--- src/rtl/rvc_fetch_aligner_pkg.sv ---
// Shared RV32C definitions: quadrant/funct constants, compressed formats, immediate
// extraction and base-ISA encoders, plus the fetch aligner state constants.
package rvc_fetch_aligner_pkg;

  localparam logic [1:0] Quad0 = 2'b00;
  localparam logic [1:0] Quad1 = 2'b01;
  localparam logic [1:0] Quad2 = 2'b10;

  // Quadrant 0 funct3
  localparam logic [2:0] F3Addi4spn = 3'b000;
  localparam logic [2:0] F3Lw       = 3'b010;
  localparam logic [2:0] F3Sw       = 3'b110;
  // Quadrant 1 funct3
  localparam logic [2:0] F3Addi     = 3'b000;
  localparam logic [2:0] F3Jal      = 3'b001;
  localparam logic [2:0] F3Li       = 3'b010;
  localparam logic [2:0] F3Lui      = 3'b011;
  localparam logic [2:0] F3Misc     = 3'b100;
  localparam logic [2:0] F3J        = 3'b101;
  localparam logic [2:0] F3Beqz     = 3'b110;
  localparam logic [2:0] F3Bnez     = 3'b111;
  // Quadrant 2 funct3
  localparam logic [2:0] F3Slli     = 3'b000;
  localparam logic [2:0] F3Lwsp     = 3'b010;
  localparam logic [2:0] F3Jr       = 3'b100;
  localparam logic [2:0] F3Swsp     = 3'b110;

  // Quadrant 1 MISC-ALU funct2 (bits 11:10) and arithmetic funct2 (bits 6:5)
  localparam logic [1:0] F2Srli  = 2'b00;
  localparam logic [1:0] F2Srai  = 2'b01;
  localparam logic [1:0] F2Andi  = 2'b10;
  localparam logic [1:0] F2Sub   = 2'b00;
  localparam logic [1:0] F2Xor   = 2'b01;
  localparam logic [1:0] F2Or    = 2'b10;

  localparam logic [6:0] OpcOpImm  = 7'b0010011;
  localparam logic [6:0] OpcOp     = 7'b0110011;
  localparam logic [6:0] OpcLui    = 7'b0110111;
  localparam logic [6:0] OpcLoad   = 7'b0000011;
  localparam logic [6:0] OpcStore  = 7'b0100011;
  localparam logic [6:0] OpcBranch = 7'b1100011;
  localparam logic [6:0] OpcJal    = 7'b1101111;
  localparam logic [6:0] OpcJalr   = 7'b1100111;
  localparam logic [6:0] OpcSystem = 7'b1110011;

  // Aligner states
  localparam logic [1:0] StAligned = 2'd0;
  localparam logic [1:0] StHalf    = 2'd1;
  localparam logic [1:0] StSkipLo  = 2'd2;

  typedef struct packed {
    logic [3:0] funct4;
    logic [4:0] rd_rs1;
    logic [4:0] rs2;
    logic [1:0] op;
  } rvc_cr_t;

  typedef struct packed {
    logic [2:0] funct3;
    logic       imm_hi;
    logic [4:0] rd_rs1;
    logic [4:0] imm_lo;
    logic [1:0] op;
  } rvc_ci_t;

  // CL and CS share this layout; rdp is rd' for loads and rs2' for stores
  typedef struct packed {
    logic [2:0] funct3;
    logic [2:0] imm_hi;
    logic [2:0] rs1p;
    logic [1:0] imm_lo;
    logic [2:0] rdp;
    logic [1:0] op;
  } rvc_cl_t;

  typedef struct packed {
    logic [2:0] funct3;
    logic       imm_hi;
    logic [1:0] funct2;
    logic [2:0] rdp;
    logic [4:0] imm_lo;
    logic [1:0] op;
  } rvc_cb_t;

  typedef struct packed {
    logic [2:0] funct3;
    logic       bit12;
    logic [1:0] funct2;
    logic [2:0] rdp;
    logic [1:0] arith;
    logic [2:0] rs2p;
    logic [1:0] op;
  } rvc_ca_t;

  typedef union packed {
    rvc_cr_t     cr;
    rvc_ci_t     ci;
    rvc_cl_t     cl;
    rvc_cb_t     cb;
    rvc_ca_t     ca;
    logic [15:0] raw;
  } rvc_t;

  function automatic logic [4:0] creg(input logic [2:0] r);
    return {2'b01, r};
  endfunction

  function automatic logic [31:0] imm_ci(input logic [15:0] c);
    return {{27{c[12]}}, c[6:2]};
  endfunction

  function automatic logic [31:0] imm_addi4spn(input logic [15:0] c);
    return {22'b0, c[10:7], c[12:11], c[5], c[6], 2'b00};
  endfunction

  function automatic logic [31:0] imm_lw(input logic [15:0] c);
    return {25'b0, c[5], c[12:10], c[6], 2'b00};
  endfunction

  function automatic logic [31:0] imm_lwsp(input logic [15:0] c);
    return {24'b0, c[3:2], c[12], c[6:4], 2'b00};
  endfunction

  function automatic logic [31:0] imm_swsp(input logic [15:0] c);
    return {24'b0, c[8:7], c[12:9], 2'b00};
  endfunction

  function automatic logic [31:0] imm_j(input logic [15:0] c);
    return {{21{c[12]}}, c[8], c[10:9], c[6], c[7], c[2], c[11], c[5:3], 1'b0};
  endfunction

  function automatic logic [31:0] imm_b(input logic [15:0] c);
    return {{24{c[12]}}, c[6:5], c[2], c[11:10], c[4:3], 1'b0};
  endfunction

  function automatic logic [31:0] imm_addi16sp(input logic [15:0] c);
    return {{23{c[12]}}, c[4:3], c[5], c[2], c[6], 4'b0};
  endfunction

  function automatic logic [31:0] imm_lui(input logic [15:0] c);
    return {{15{c[12]}}, c[6:2], 12'b0};
  endfunction

  function automatic logic [31:0] enc_i(input logic [31:0] imm, input logic [4:0] rs1,
                                        input logic [2:0] f3, input logic [4:0] rd,
                                        input logic [6:0] opc);
    return {imm[11:0], rs1, f3, rd, opc};
  endfunction

  function automatic logic [31:0] enc_r(input logic [6:0] f7, input logic [4:0] rs2,
                                        input logic [4:0] rs1, input logic [2:0] f3,
                                        input logic [4:0] rd, input logic [6:0] opc);
    return {f7, rs2, rs1, f3, rd, opc};
  endfunction

  function automatic logic [31:0] enc_s(input logic [31:0] imm, input logic [4:0] rs2,
                                        input logic [4:0] rs1, input logic [2:0] f3,
                                        input logic [6:0] opc);
    return {imm[11:5], rs2, rs1, f3, imm[4:0], opc};
  endfunction

  function automatic logic [31:0] enc_b(input logic [31:0] imm, input logic [4:0] rs2,
                                        input logic [4:0] rs1, input logic [2:0] f3);
    return {imm[12], imm[10:5], rs2, rs1, f3, imm[4:1], imm[11], OpcBranch};
  endfunction

  function automatic logic [31:0] enc_j(input logic [31:0] imm, input logic [4:0] rd);
    return {imm[20], imm[10:1], imm[11], imm[19:12], rd, OpcJal};
  endfunction

  function automatic logic [31:0] enc_u(input logic [31:0] imm, input logic [4:0] rd,
                                        input logic [6:0] opc);
    return {imm[31:12], rd, opc};
  endfunction

endpackage

--- src/rtl/rvc_fetch_aligner_expander.sv ---
// RV32C to RV32I expander. Purely combinational; illegal encodings return the raw
// halfword zero-extended so decode can report it in a trap value.
module rvc_expander
  import rvc_fetch_aligner_pkg::*;
(
  input  logic [15:0] rvc,
  output logic [31:0] inst,
  output logic        illegal
);

  rvc_t        u;
  logic [31:0] exp;
  logic        ill;

  assign u = rvc;

  always_comb begin
    exp = 32'h0;
    ill = 1'b0;
    case (u.raw[1:0])
      Quad0: begin
        unique case (u.cl.funct3)
          F3Addi4spn: begin
            exp = enc_i(imm_addi4spn(u.raw), 5'd2, 3'b000, creg(u.cl.rdp), OpcOpImm);
            ill = (imm_addi4spn(u.raw) == 32'h0);
          end
          F3Lw: exp = enc_i(imm_lw(u.raw), creg(u.cl.rs1p), 3'b010, creg(u.cl.rdp), OpcLoad);
          F3Sw: exp = enc_s(imm_lw(u.raw), creg(u.cl.rdp), creg(u.cl.rs1p), 3'b010, OpcStore);
          default: ill = 1'b1;
        endcase
      end
      Quad1: begin
        unique case (u.ci.funct3)
          F3Addi: exp = enc_i(imm_ci(u.raw), u.ci.rd_rs1, 3'b000, u.ci.rd_rs1, OpcOpImm);
          F3Jal:  exp = enc_j(imm_j(u.raw), 5'd1);
          F3Li:   exp = enc_i(imm_ci(u.raw), 5'd0, 3'b000, u.ci.rd_rs1, OpcOpImm);
          F3Lui: begin
            if (u.ci.rd_rs1 == 5'd2) begin
              exp = enc_i(imm_addi16sp(u.raw), 5'd2, 3'b000, 5'd2, OpcOpImm);
              ill = (imm_addi16sp(u.raw) == 32'h0);
            end else begin
              exp = enc_u(imm_lui(u.raw), u.ci.rd_rs1, OpcLui);
              ill = (imm_lui(u.raw) == 32'h0);
            end
          end
          F3Misc: begin
            unique case (u.cb.funct2)
              F2Srli: begin
                exp = enc_r(7'b0000000, u.cb.imm_lo, creg(u.cb.rdp), 3'b101, creg(u.cb.rdp),
                            OpcOpImm);
                ill = u.cb.imm_hi;
              end
              F2Srai: begin
                exp = enc_r(7'b0100000, u.cb.imm_lo, creg(u.cb.rdp), 3'b101, creg(u.cb.rdp),
                            OpcOpImm);
                ill = u.cb.imm_hi;
              end
              F2Andi: exp = enc_i(imm_ci(u.raw), creg(u.cb.rdp), 3'b111, creg(u.cb.rdp),
                                  OpcOpImm);
              default: begin
                // bit 12 set selects the RV64-only SUBW/ADDW slots
                if (u.ca.bit12) begin
                  ill = 1'b1;
                end else begin
                  unique case (u.ca.arith)
                    F2Sub: exp = enc_r(7'b0100000, creg(u.ca.rs2p), creg(u.ca.rdp), 3'b000,
                                       creg(u.ca.rdp), OpcOp);
                    F2Xor: exp = enc_r(7'b0000000, creg(u.ca.rs2p), creg(u.ca.rdp), 3'b100,
                                       creg(u.ca.rdp), OpcOp);
                    F2Or:  exp = enc_r(7'b0000000, creg(u.ca.rs2p), creg(u.ca.rdp), 3'b110,
                                       creg(u.ca.rdp), OpcOp);
                    default: exp = enc_r(7'b0000000, creg(u.ca.rs2p), creg(u.ca.rdp), 3'b111,
                                         creg(u.ca.rdp), OpcOp);
                  endcase
                end
              end
            endcase
          end
          F3J:    exp = enc_j(imm_j(u.raw), 5'd0);
          F3Beqz: exp = enc_b(imm_b(u.raw), 5'd0, creg(u.cb.rdp), 3'b000);
          default: exp = enc_b(imm_b(u.raw), 5'd0, creg(u.cb.rdp), 3'b001);
        endcase
      end
      Quad2: begin
        unique case (u.ci.funct3)
          F3Slli: begin
            exp = enc_r(7'b0000000, u.ci.imm_lo, u.ci.rd_rs1, 3'b001, u.ci.rd_rs1, OpcOpImm);
            ill = u.ci.imm_hi;
          end
          F3Lwsp: begin
            exp = enc_i(imm_lwsp(u.raw), 5'd2, 3'b010, u.ci.rd_rs1, OpcLoad);
            ill = (u.ci.rd_rs1 == 5'd0);
          end
          F3Jr: begin
            if (!u.cr.funct4[0]) begin
              if (u.cr.rs2 == 5'd0) begin
                exp = enc_i(32'h0, u.cr.rd_rs1, 3'b000, 5'd0, OpcJalr);
                ill = (u.cr.rd_rs1 == 5'd0);
              end else begin
                exp = enc_r(7'b0000000, u.cr.rs2, 5'd0, 3'b000, u.cr.rd_rs1, OpcOp);
              end
            end else if (u.cr.rs2 != 5'd0) begin
              exp = enc_r(7'b0000000, u.cr.rs2, u.cr.rd_rs1, 3'b000, u.cr.rd_rs1, OpcOp);
            end else if (u.cr.rd_rs1 == 5'd0) begin
              exp = enc_i(32'h1, 5'd0, 3'b000, 5'd0, OpcSystem);
            end else begin
              exp = enc_i(32'h0, u.cr.rd_rs1, 3'b000, 5'd1, OpcJalr);
            end
          end
          F3Swsp: exp = enc_s(imm_swsp(u.raw), u.cr.rs2, 5'd2, 3'b010, OpcStore);
          default: ill = 1'b1;
        endcase
      end
      default: ill = 1'b1;
    endcase
  end

  assign illegal = ill;
  assign inst    = ill ? {16'h0, u.raw} : exp;

endmodule

--- src/rtl/rvc_fetch_aligner.sv ---
// Fetch aligner: splits aligned fetch words into halfwords, rejoins straddling 32-bit
// instructions and expands RVC, presenting one instruction per handshake to decode.
module rvc_fetch_aligner
  import rvc_fetch_aligner_pkg::*;
#(
  parameter logic [31:0] RESET_PC = 32'h0000_0000
) (
  input  logic        clk,
  input  logic        rst,
  input  logic        redirect_valid,
  input  logic [31:0] redirect_pc,
  input  logic        in_valid,
  output logic        in_ready,
  input  logic [31:0] in_addr,
  input  logic [31:0] in_data,
  output logic        inst_valid,
  input  logic        inst_ready,
  output logic [31:0] inst,
  output logic [31:0] inst_pc,
  output logic        inst_is_rvc,
  output logic        inst_illegal
);

  localparam logic [31:0] ResetWordAddr = RESET_PC & ~32'h3;
  localparam logic [1:0]  ResetState    = RESET_PC[1] ? StSkipLo : StAligned;

  logic [1:0]  state_q, state_d;
  logic [31:0] exp_addr_q, exp_addr_d;
  logic [15:0] hb_q, hb_d;
  logic [31:0] hb_pc_q, hb_pc_d;
  logic        inst_valid_q, inst_valid_d;
  logic [31:0] inst_q, inst_d;
  logic [31:0] inst_pc_q, inst_pc_d;
  logic        inst_is_rvc_q, inst_is_rvc_d;
  logic        inst_illegal_q, inst_illegal_d;

  logic        slot_free;
  logic        hb_is_rvc;
  logic        word_ok;
  logic [15:0] exp_in;
  logic [31:0] exp_inst;
  logic        exp_illegal;

  assign slot_free = !inst_valid_q || inst_ready;
  assign hb_is_rvc = (hb_q[1:0] != 2'b11);
  assign in_ready  = !rst && !redirect_valid && slot_free && (state_q != StHalf || !hb_is_rvc);
  // Words not at the expected address are in-flight fetches from before a redirect
  assign word_ok   = in_valid && in_ready && (in_addr == exp_addr_q);

  assign exp_in = (state_q == StHalf) ? hb_q : in_data[15:0];

  rvc_expander u_expander (
    .rvc     (exp_in),
    .inst    (exp_inst),
    .illegal (exp_illegal)
  );

  always_comb begin
    state_d        = state_q;
    exp_addr_d     = exp_addr_q;
    hb_d           = hb_q;
    hb_pc_d        = hb_pc_q;
    inst_valid_d   = inst_valid_q;
    inst_d         = inst_q;
    inst_pc_d      = inst_pc_q;
    inst_is_rvc_d  = inst_is_rvc_q;
    inst_illegal_d = inst_illegal_q;

    if (slot_free) begin
      inst_valid_d = 1'b0;
    end

    unique case (state_q)
      StAligned: begin
        if (word_ok) begin
          exp_addr_d   = exp_addr_q + 32'd4;
          inst_valid_d = 1'b1;
          inst_pc_d    = in_addr;
          if (in_data[1:0] != 2'b11) begin
            inst_d         = exp_inst;
            inst_is_rvc_d  = 1'b1;
            inst_illegal_d = exp_illegal;
            hb_d           = in_data[31:16];
            hb_pc_d        = in_addr + 32'd2;
            state_d        = StHalf;
          end else begin
            inst_d         = in_data;
            inst_is_rvc_d  = 1'b0;
            inst_illegal_d = 1'b0;
          end
        end
      end
      StHalf: begin
        if (hb_is_rvc) begin
          if (slot_free) begin
            inst_valid_d   = 1'b1;
            inst_d         = exp_inst;
            inst_pc_d      = hb_pc_q;
            inst_is_rvc_d  = 1'b1;
            inst_illegal_d = exp_illegal;
            state_d        = StAligned;
          end
        end else if (word_ok) begin
          inst_valid_d   = 1'b1;
          inst_d         = {in_data[15:0], hb_q};
          inst_pc_d      = hb_pc_q;
          inst_is_rvc_d  = 1'b0;
          inst_illegal_d = 1'b0;
          hb_d           = in_data[31:16];
          hb_pc_d        = in_addr + 32'd2;
          exp_addr_d     = exp_addr_q + 32'd4;
        end
      end
      StSkipLo: begin
        if (word_ok) begin
          hb_d       = in_data[31:16];
          hb_pc_d    = in_addr + 32'd2;
          exp_addr_d = exp_addr_q + 32'd4;
          state_d    = StHalf;
        end
      end
      default: state_d = StAligned;
    endcase

    if (redirect_valid) begin
      inst_valid_d = 1'b0;
      hb_d         = 16'h0;
      exp_addr_d   = redirect_pc & ~32'h3;
      state_d      = redirect_pc[1] ? StSkipLo : StAligned;
    end
  end

  always_ff @(posedge clk) begin
    if (rst) begin
      state_q        <= ResetState;
      exp_addr_q     <= ResetWordAddr;
      hb_q           <= 16'h0;
      hb_pc_q        <= 32'h0;
      inst_valid_q   <= 1'b0;
      inst_q         <= 32'h0;
      inst_pc_q      <= 32'h0;
      inst_is_rvc_q  <= 1'b0;
      inst_illegal_q <= 1'b0;
    end else begin
      state_q        <= state_d;
      exp_addr_q     <= exp_addr_d;
      hb_q           <= hb_d;
      hb_pc_q        <= hb_pc_d;
      inst_valid_q   <= inst_valid_d;
      inst_q         <= inst_d;
      inst_pc_q      <= inst_pc_d;
      inst_is_rvc_q  <= inst_is_rvc_d;
      inst_illegal_q <= inst_illegal_d;
    end
  end

  assign inst_valid   = inst_valid_q;
  assign inst         = inst_q;
  assign inst_pc      = inst_pc_q;
  assign inst_is_rvc  = inst_is_rvc_q;
  assign inst_illegal = inst_illegal_q;

endmodule
--- config.mk ---
export PLATFORM = sky130hd
export DESIGN_NAME = rvc_fetch_aligner
export DESIGN_NICKNAME = d
export VERILOG_FILES = /design/src/rtl/rvc_fetch_aligner_pkg.sv /design/src/rtl/rvc_fetch_aligner_expander.sv /design/src/rtl/rvc_fetch_aligner.sv
export SDC_FILE = /design/constraint.sdc
export NUM_CORES = 1
export LEC_CHECK = 0
export BUFFER_PORTS_ARGS = -buffer_cell sky130_fd_sc_hd__buf_4
export CAP_MARGIN = 15
export CORE_ASPECT_RATIO = 0.9
export CORE_UTILIZATION = 52
export DETAILED_ROUTE_END_ITERATION = 6
export PLACE_DENSITY = 0.73
export REMOVE_ABC_BUFFERS = 1
export SETUP_SLACK_MARGIN = 0.02
export SYNTH_ARGS = -nofsm -noshare
export SYNTH_HDL_FRONTEND = slang
export SYNTH_SLANG_ARGS = --single-unit
--- constraint.sdc ---
create_clock -name clk -period 3.8 [get_ports clk]
set_input_delay 0.19 -clock clk [delete_from_list [all_inputs] [get_ports clk]]
set_output_delay 0.19 -clock clk [all_outputs]
set_load 0.01 [all_outputs]
==> results.toml, run 1 <==
[sta]
rsz0062_at_grt = "false"
maxSlewViolCount = 0
setup_viol_count_final = 0
worstMarginPinSlew_ns = 0.8272
worst_hold_slack_ns = 0.008138
timing.fmax_ghz = 0.2924
timing.slew.headroom_pct = 44.48
fin_crit_ns = 3.420
setup_skew_after_layout_ns = 0.01647
fin_setup_tns_ns = 0
hold_violations = 0
worst_setup_slack_after_layout_ns = 0.3799
min_period_over_period_pct = 90.00

[layout]
finalInstanceArea_mm2 = 0.01171
mostFrequentLayoutCells = "228 x sky130_fd_sc_hd__buf_4, 147 x sky130_fd_sc_hd__dfxtp_1, 142 x sky130_fd_sc_hd__nand2_1, 122 x sky130_fd_sc_hd__nor2_1, 92 x sky130_fd_sc_hd__a21oi_1"
antenna_cells_inserted = 0
finalNetCount = 1470
final_layout_size_suffix_gt1_share_pct = 21.86
layout_commonest_cell = "sky130_fd_sc_hd__buf_4"
syn2layout_area_growth_pct = 24.75

[power]
power_density_mw_per_mm2 = 346.0
vdd_ir_max_mv = 0.2918
total_leakage_power_nw = 4.188

[worst_setup_path]
timing.critical_path.max_delay_family = "simple AND/OR/NAND/NOR gates"
critPathMaxFanout = 29
critical_path.startpoint_type = "flop"
worst-endpoint-required_ns = 4.10
critPathBufInv = 3
worstPathCellList = "inv_1, ha_4, buf_12, nand2b_1, a21boi_0, o221ai_1, and3_1, buf_4, or4b_1, o211ai_1, a21oi_1"
rr_endpoint = "inst[5]$_SDFFE_PP0P_"
reg2reg_launch_point = "state_q[1]$_SDFFE_PP0P_"
worst-r2r-setup-slack_ns = 0.38
endpoint_kind = "flop"
critical_path_type = "flop to flop"
critical-path-max-stage-delay_ns = 0.56
ff2ff_path_depth = 11
arr_time_crit_path_ns = 3.72
slowest_stage = "sky130_fd_sc_hd__or4b_1"

[global_route]
global_route.usage.met2_pct = 61.76
vias_in_the_first_global_route = 9660
grt_usage_pct = 38.83
global_route.peak_usage_layer = "met2"
gr-total-overflow = 0
grt_antenna_before_repair = 1
grt_use_met1_pct = 48.78
grt_first_pass_wirelength_um = 54750
pin_count_of_the_biggest_net_entering_global_routing = 74
grt_util_met3_pct = 9.202

[flow_run]
max_cap_viols = 0

[cts]
cts-htree-levels = 4
clk_transition_reported_paths_ns = 0.07
max-clock-path-buffers = 2
cts_tree = "built"
clock_latency_ns = 0.44
clock_sinks = 147
number_of_cts_inserted_buffers = 17
cts_root_buf = "sky130_fd_sc_hd__clkbuf_16"
resize_count_post_cts = 0
number_of_buffers_added_for_setup_after_cts = 0
post_cts_hold_buffer_count = 0

[route]
post_drt_via_cell_ratio = 6.538
detailroute.via_count = 10572
wl_um = 35910
drt_drc_violations_left = 0
drt_iter0_drc = 1089
dr.pass1.iters = 6
routedWlPerCell_um = 22.21
ant_nets = 0

[yosys]
yosysUniqueCellTypes = 83
ys_warnings = 0
syn-instance-count = 1202
synth_compound_area_share_pct = 25.77
avgSynthCellArea_um2 = 7.811
syn-cell-area_mm2 = 0.009389
synth_mux_area_share_pct = 6.636
synth_xor_area_share_pct = 5.317
synth-adder-area-share_pct = 0.6663
postSynth.asyncResetShare_pct = 0
synth-seq-area-share_pct = 31.34
synth-simple-area-share_pct = 25.03
synth_enable_flop_cells = 0
largest_family_of_logic_cells_by_synthesized_area = "compound AO/OA/AOI/OAI gates"
ys_ff_latch = 147
yosys_most_used_dff = "sky130_fd_sc_hd__dfxtp_1"

[placed_design]
preCtsSetupSlack_ns = 0.4406
dpl-instance-area_mm2 = 0.01111
place.gp.congestion = 1.019
place.port_buffers = 167
place_hpwl_um = 26020

[worst_hold_path]
hold_path.startpoint = "redirect_pc[3]"
hold_path_depth = 3
holdCritPathClass = "primary input to flop"
whs_endpoint = "exp_addr_q[3]$_SDFFE_PP0P_"

[floorplan]
dieWidth_um = 143.6
die_h_um = 129.5
placement_rows = 46
coreArea_mm2 = 0.01767
die_area_mm2 = 0.01860
io-pin-count = 169
start_util_pct = 53.14

[status]
run_status = "finished, final reports clean"
worst register-to-register path, cell delays in order, from the launching register on:
cell	delay (ns)
sky130_fd_sc_hd__dfxtp_1	0.33
sky130_fd_sc_hd__inv_1	0.11
sky130_fd_sc_hd__ha_4	0.37
sky130_fd_sc_hd__buf_12	0.23
sky130_fd_sc_hd__nand2b_1	0.19
sky130_fd_sc_hd__a21boi_0	0.53
sky130_fd_sc_hd__o221ai_1	0.28
sky130_fd_sc_hd__and3_1	0.29
sky130_fd_sc_hd__buf_4	0.18
sky130_fd_sc_hd__or4b_1	0.57
sky130_fd_sc_hd__o211ai_1	0.13
sky130_fd_sc_hd__a21oi_1	0.08
cell families after synthesis:
kind of cell,after synthesis
AND/OR/NAND/NOR,474
AO/OA/AOI/OAI,350
flip-flops,147
buffers and inverters,108
multiplexers,61
XOR/XNOR,57
adder cells (fa/ha/maj),5
power breakdown:
group | switching (W) | internal [W]
registers | 0.0000321 | 0.00157
logic | 0.000421 | 0.000282
clock network | 0.000856 | 0.000897
state kept, by name (all words and copies together), names as in the netlist:
register and count:
hb_q 16, exp_addr_q 30, inst_pc 32, inst 32, hb_pc_q 32, inst_illegal 1
inst_valid 1, state_q 2, inst_is_rvc 1
cells in the mapped netlist, types with 5 or more instances:
library cell / count / area (um^2)
sky130_fd_sc_hd__nor2b_1: 8 / 50.05
sky130_fd_sc_hd__a311oi_1: 14 / 122.6
sky130_fd_sc_hd__buf_2: 30 / 150.1
sky130_fd_sc_hd__or2_2: 8 / 50.05
sky130_fd_sc_hd__clkbuf_1: 50 / 187.7
sky130_fd_sc_hd__xnor2_1: 49 / 429.2
sky130_fd_sc_hd__dfxtp_1: 147 / 2943
sky130_fd_sc_hd__a21oi_1: 92 / 460.4
sky130_fd_sc_hd__a31oi_1: 7 / 43.79
sky130_fd_sc_hd__mux2i_1: 51 / 510.5
sky130_fd_sc_hd__o2111ai_1: 6 / 52.55
sky130_fd_sc_hd__a222oi_1: 13 / 130.1
sky130_fd_sc_hd__nand3b_1: 5 / 37.54
sky130_fd_sc_hd__a22oi_1: 9 / 67.56
sky130_fd_sc_hd__nand4_1: 29 / 181.4
sky130_fd_sc_hd__nor3_1: 29 / 145.1
sky130_fd_sc_hd__nor4_1: 16 / 100.1
sky130_fd_sc_hd__xor2_1: 8 / 70.07
sky130_fd_sc_hd__nor2_1: 123 / 461.7
sky130_fd_sc_hd__mux2_2: 10 / 112.6
sky130_fd_sc_hd__a221oi_1: 18 / 157.7
sky130_fd_sc_hd__nand2b_1: 8 / 50.05
sky130_fd_sc_hd__nand2_1: 142 / 533.0
sky130_fd_sc_hd__a211oi_1: 65 / 488.0
sky130_fd_sc_hd__o21a_1: 6 / 45.04
sky130_fd_sc_hd__o21ai_0: 42 / 210.2
sky130_fd_sc_hd__ha_1: 5 / 62.56
sky130_fd_sc_hd__o211ai_1: 19 / 142.6
sky130_fd_sc_hd__nor3b_1: 9 / 67.56
sky130_fd_sc_hd__nand3_1: 36 / 180.2
sky130_fd_sc_hd__o31ai_1: 8 / 60.06
sky130_fd_sc_hd__buf_6: 5 / 56.30
sky130_fd_sc_hd__and3_1: 16 / 100.1
sky130_fd_sc_hd__or3_1: 12 / 75.07
sky130_fd_sc_hd__inv_1: 17 / 63.81
through the flow:
stage | cells | util (%) | total power (W)
final | 1617 | 66.29 | 0.004053
after CTS | 1617 | 66.29 | 0.004038
after global placement | 1585 | 62.85 | 0.002316
after detailed placement | 1585 | 62.85 | 0.002311
after global routing | 1617 | 66.29 | 0.004168
after floorplan | 1112 | - | 0.001952
routing by layer:
metal | up-vias | part of all wire [%]
met5 | - | 0.028
met4 | 2 | 5.1
met3 | 134 | 9.5
met2 | 661 | 45
met1 | 4949 | 40
li1 | 4826 | -
cell type report:
type / instances / area [um^2]
Tap cell: 240 / 300.3
Multi-Input combinational cell: 947 / 5983
Inverter: 18 / 67.56
Clock inverter: 15 / 181.4
Sequential cell: 147 / 2943
Fill cell: 1486 / 5957
Clock buffer: 17 / 425.4
Timing Repair Buffer: 233 / 1812
worst max path at each step:
| stage | from | end | slack (ns) | cells after the start |
|---|---|---|---|---|
| final | state_q[1]$_SDFFE_PP0P_ | inst[5]$_SDFFE_PP0P_ | 0.38 | 11 |
| after global routing | state_q[1]$_SDFFE_PP0P_ | inst[5]$_SDFFE_PP0P_ | 0.18 | 11 |
| after CTS | state_q[1]$_SDFFE_PP0P_ | hb_pc_q[19]$_SDFFE_PP0P_ | 0.43 | 11 |
| after detailed placement | state_q[1]$_SDFFE_PP0P_ | hb_pc_q[19]$_SDFFE_PP0P_ | 0.44 | 11 |
| after global placement | state_q[1]$_SDFFE_PP0P_ | inst[27]$_SDFFE_PP0P_ | 0.51 | 11 |
| after floorplan | state_q[1]$_SDFFE_PP0P_ | inst[12]$_SDFFE_PP0P_ | -2.25 | 6 |
No activity file was read; power rests on OpenSTA's default activity.
==> inputs of run 2 (changes only) <==
- ABC_AREA: default -> 1
- CAP_MARGIN: 15 -> 20
==> results.toml, run 2 <==
[placed_design]
dp_cell_count = 2040
place.port_buffers = 167
place_hpwl_um = 28460
place.gp.congestion = 1.082
dpl-instance-area_mm2 = 0.01157

[layout]
finalNetCount = 1915
number_of_cells_in_the_finished_layout_apart_from_fillers = 2072
finalInstanceArea_mm2 = 0.01218
antenna_cells_inserted = 0
layout_commonest_cell = "sky130_fd_sc_hd__nand2_1"
syn2layout_area_growth_pct = 20.10
mostFrequentLayoutCells = "504 x sky130_fd_sc_hd__nand2_1, 200 x sky130_fd_sc_hd__buf_4, 160 x sky130_fd_sc_hd__nor2_1, 148 x sky130_fd_sc_hd__o21ai_0, 147 x sky130_fd_sc_hd__dfxtp_1"
final_layout_size_suffix_gt1_share_pct = 16.68

[route]
drt_drc_violations_left = 0
drt_iter0_drc = 1451
detailroute.via_count = 11964
routedWlPerCell_um = 18.52
post_drt_via_cell_ratio = 5.774
wl_um = 38380
dr.pass1.iters = 7
ant_nets = 0

[yosys]
synth_xor_area_share_pct = 5.441
synth_largest_type_area_fraction_pct = 29.02
synth_compound_area_share_pct = 17.26
synth_top_cells_by_area = "sky130_fd_sc_hd__dfxtp_1 29%, sky130_fd_sc_hd__nand2_1 19%, sky130_fd_sc_hd__o21ai_0 7.3%, sky130_fd_sc_hd__a21oi_1 6.8%, sky130_fd_sc_hd__nor2_1 5.9%"
yosysUniqueCellTypes = 55
avgSynthCellArea_um2 = 6.083
synth_enable_flop_cells = 0
yosysTopAreaCell = "sky130_fd_sc_hd__dfxtp_1"
syn-cell-area_mm2 = 0.01014
synthTopCellsByCount = "505 x sky130_fd_sc_hd__nand2_1, 160 x sky130_fd_sc_hd__nor2_1, 148 x sky130_fd_sc_hd__o21ai_0"
ys_ff_latch = 147
postSynth.asyncResetShare_pct = 0
largest_family_of_logic_cells_by_synthesized_area = "simple AND/OR/NAND/NOR gates"
synth-adder-area-share_pct = 0.6169
post-synth-top-count-cell = "sky130_fd_sc_hd__nand2_1"
yosys_most_used_dff = "sky130_fd_sc_hd__dfxtp_1"
synth-seq-area-share_pct = 29.02
synth-simple-area-share_pct = 37.69
ys_warnings = 0
syn-instance-count = 1667
synth_mux_area_share_pct = 0

[sta]
min_period_over_period_pct = 88.24
fin_crit_ns = 3.353
setup_viol_count_final = 0
setup_skew_after_layout_ns = 0.02176
timing.fmax_ghz = 0.2982
rsz0062_at_grt = "false"
worstMarginPinSlew_ns = 0.8578
fin_setup_tns_ns = 0
hold_violations = 0
timing.slew.headroom_pct = 42.81
maxSlewViolCount = 0

[floorplan]
die_h_um = 134.5
io-pin-count = 169
placement_rows = 48
die_area_mm2 = 0.02007
dieWidth_um = 149.2
start_util_pct = 52.93
coreArea_mm2 = 0.01916

[cts]
max-clock-path-buffers = 2
number_of_cts_inserted_buffers = 17
post_cts_hold_buffer_count = 0
cts_tree = "built"
resize_count_post_cts = 0
clk_transition_reported_paths_ns = 0.07
number_of_buffers_added_for_setup_after_cts = 0
cts_root_buf = "sky130_fd_sc_hd__clkbuf_16"
cts-htree-levels = 4
clock_sinks = 147
clock_latency_ns = 0.45

[worst_hold_path]
holdCritPathClass = "primary input to flop"
hold_path.startpoint = "redirect_pc[1]"

[worst_setup_path]
setup.worst_path.start = "state_q[1]$_SDFFE_PP0P_"
critPathMaxFanout = 33
reg2reg_launch_point = "state_q[1]$_SDFFE_PP0P_"
critical_path.startpoint_type = "flop"
worst-r2r-setup-slack_ns = 0.45
critical_path_type = "flop to flop"
endpoint_kind = "flop"
arr_time_crit_path_ns = 3.72
worst-endpoint-required_ns = 4.17

[status]
run_status = "finished, final reports clean"

[global_route]
grt_usage_pct = 38.59
grt_antenna_before_repair = 0
pin_count_of_the_biggest_net_entering_global_routing = 66
grt_first_pass_wirelength_um = 59640
vias_in_the_first_global_route = 10863
gr-total-overflow = 0

[flow_run]
max_cap_viols = 0

[power]
vdd_ir_max_mv = 0.3141
total_leakage_power_nw = 5.494
power_density_mw_per_mm2 = 380.3
[run 2: cell types whose count changed after synthesis, sizes merged, moves of 14 or more]
cell / delta
inv: +141
a311oi: -14
xnor2: -22
xor2: +28
nor2: +52
nand3: +67
nand2: +386
o21ai: +116
mux2i: -51
a221oi: -18
a211oi: -66
a21oi: +47
and3: -15
[run 2: final timing paths]
path,end,cells past startpoint
max,inst[3]$_SDFFE_PP0P_,16
min,state_q[1]$_SDFFE_PP0P_,3
max reg2reg,inst[3]$_SDFFE_PP0P_,16
min reg2reg,hb_pc_q[4]$_SDFFE_PP0P_,2
[run 2: per-stage QoR]
step	setup slack, ns	hold WS, ns	power, W	util [%]
6_report	0.4467	0.04238	0.004632	63.57
5_1_grt	0.2255	0.05997	0.004784	63.57
3_3_place_gp	0.5961	0.4330	0.002821	60.40
3_5_place_dp	0.5920	0.4381	0.002830	60.40
4_1_cts	0.5609	0.03300	0.004595	63.57
2_1_floorplan	-0.4198	0.2591	0.002319	-
[run 2: layout make-up]
cell class	instances	area, um^2
fill	1802	6979
clock inverter	15	181.4
tap	250	312.8
timing repair buffer	201	1521
inverter	158	603.1
multi-input combinational	1284	6192
sequential	147	2943
clock buffer	17	425.4
[run 2: where the power goes]
group          internal, W  switching [W]  total (W)
sequential         0.00162      0.0000645    0.00169
clock             0.000951       0.000845    0.00180
combinational     0.000403       0.000748    0.00115
[run 2: cell families (layout without fill, tap and decap cells)]
| group | count (synthesis) | count (layout) |
|---|---|---|
| AOI/OAI and AO/OA | 328 | 328 |
| xor gates and xnor gates | 63 | 63 |
| adders and majority gates | 5 | 5 |
| buffers and inverters | 236 | 391 |
| DFF | 147 | 147 |
| and+or+nand+nor | 888 | 888 |
[run 2: layer usage]
| metal | part of all wire [%] | vias up | routed length (um) | GRT usage, % |
|---|---|---|---|---|
| met2 | 40 | 763 | 15390 | 54.29 |
| met3 | 12 | 88 | 4684 | 8.277 |
| met5 | 0 | - | 0 | 0 |
| met1 | 45 | 5436 | 17350 | 57.78 |
| li1 | - | 5677 | - | - |
| met4 | 2.5 | 0 | 965 | 12.07 |
[run 2: worst max-delay path, cell delays in order (launching register included)]
cell and delay [ns]:
sky130_fd_sc_hd__dfxtp_1 0.33, sky130_fd_sc_hd__inv_1 0.08, sky130_fd_sc_hd__ha_2 0.60, sky130_fd_sc_hd__inv_4 0.29, sky130_fd_sc_hd__nand2_1 0.19, sky130_fd_sc_hd__nand2_4 0.14, sky130_fd_sc_hd__inv_6 0.16, sky130_fd_sc_hd__nand3_2 0.16
sky130_fd_sc_hd__inv_2 0.25, sky130_fd_sc_hd__a21oi_1 0.10, sky130_fd_sc_hd__nand2_1 0.08, sky130_fd_sc_hd__nand2_2 0.08, sky130_fd_sc_hd__nand2_4 0.17, sky130_fd_sc_hd__inv_4 0.16, sky130_fd_sc_hd__o21ai_0 0.17, sky130_fd_sc_hd__nand3_1 0.13
sky130_fd_sc_hd__a21oi_1 0.15
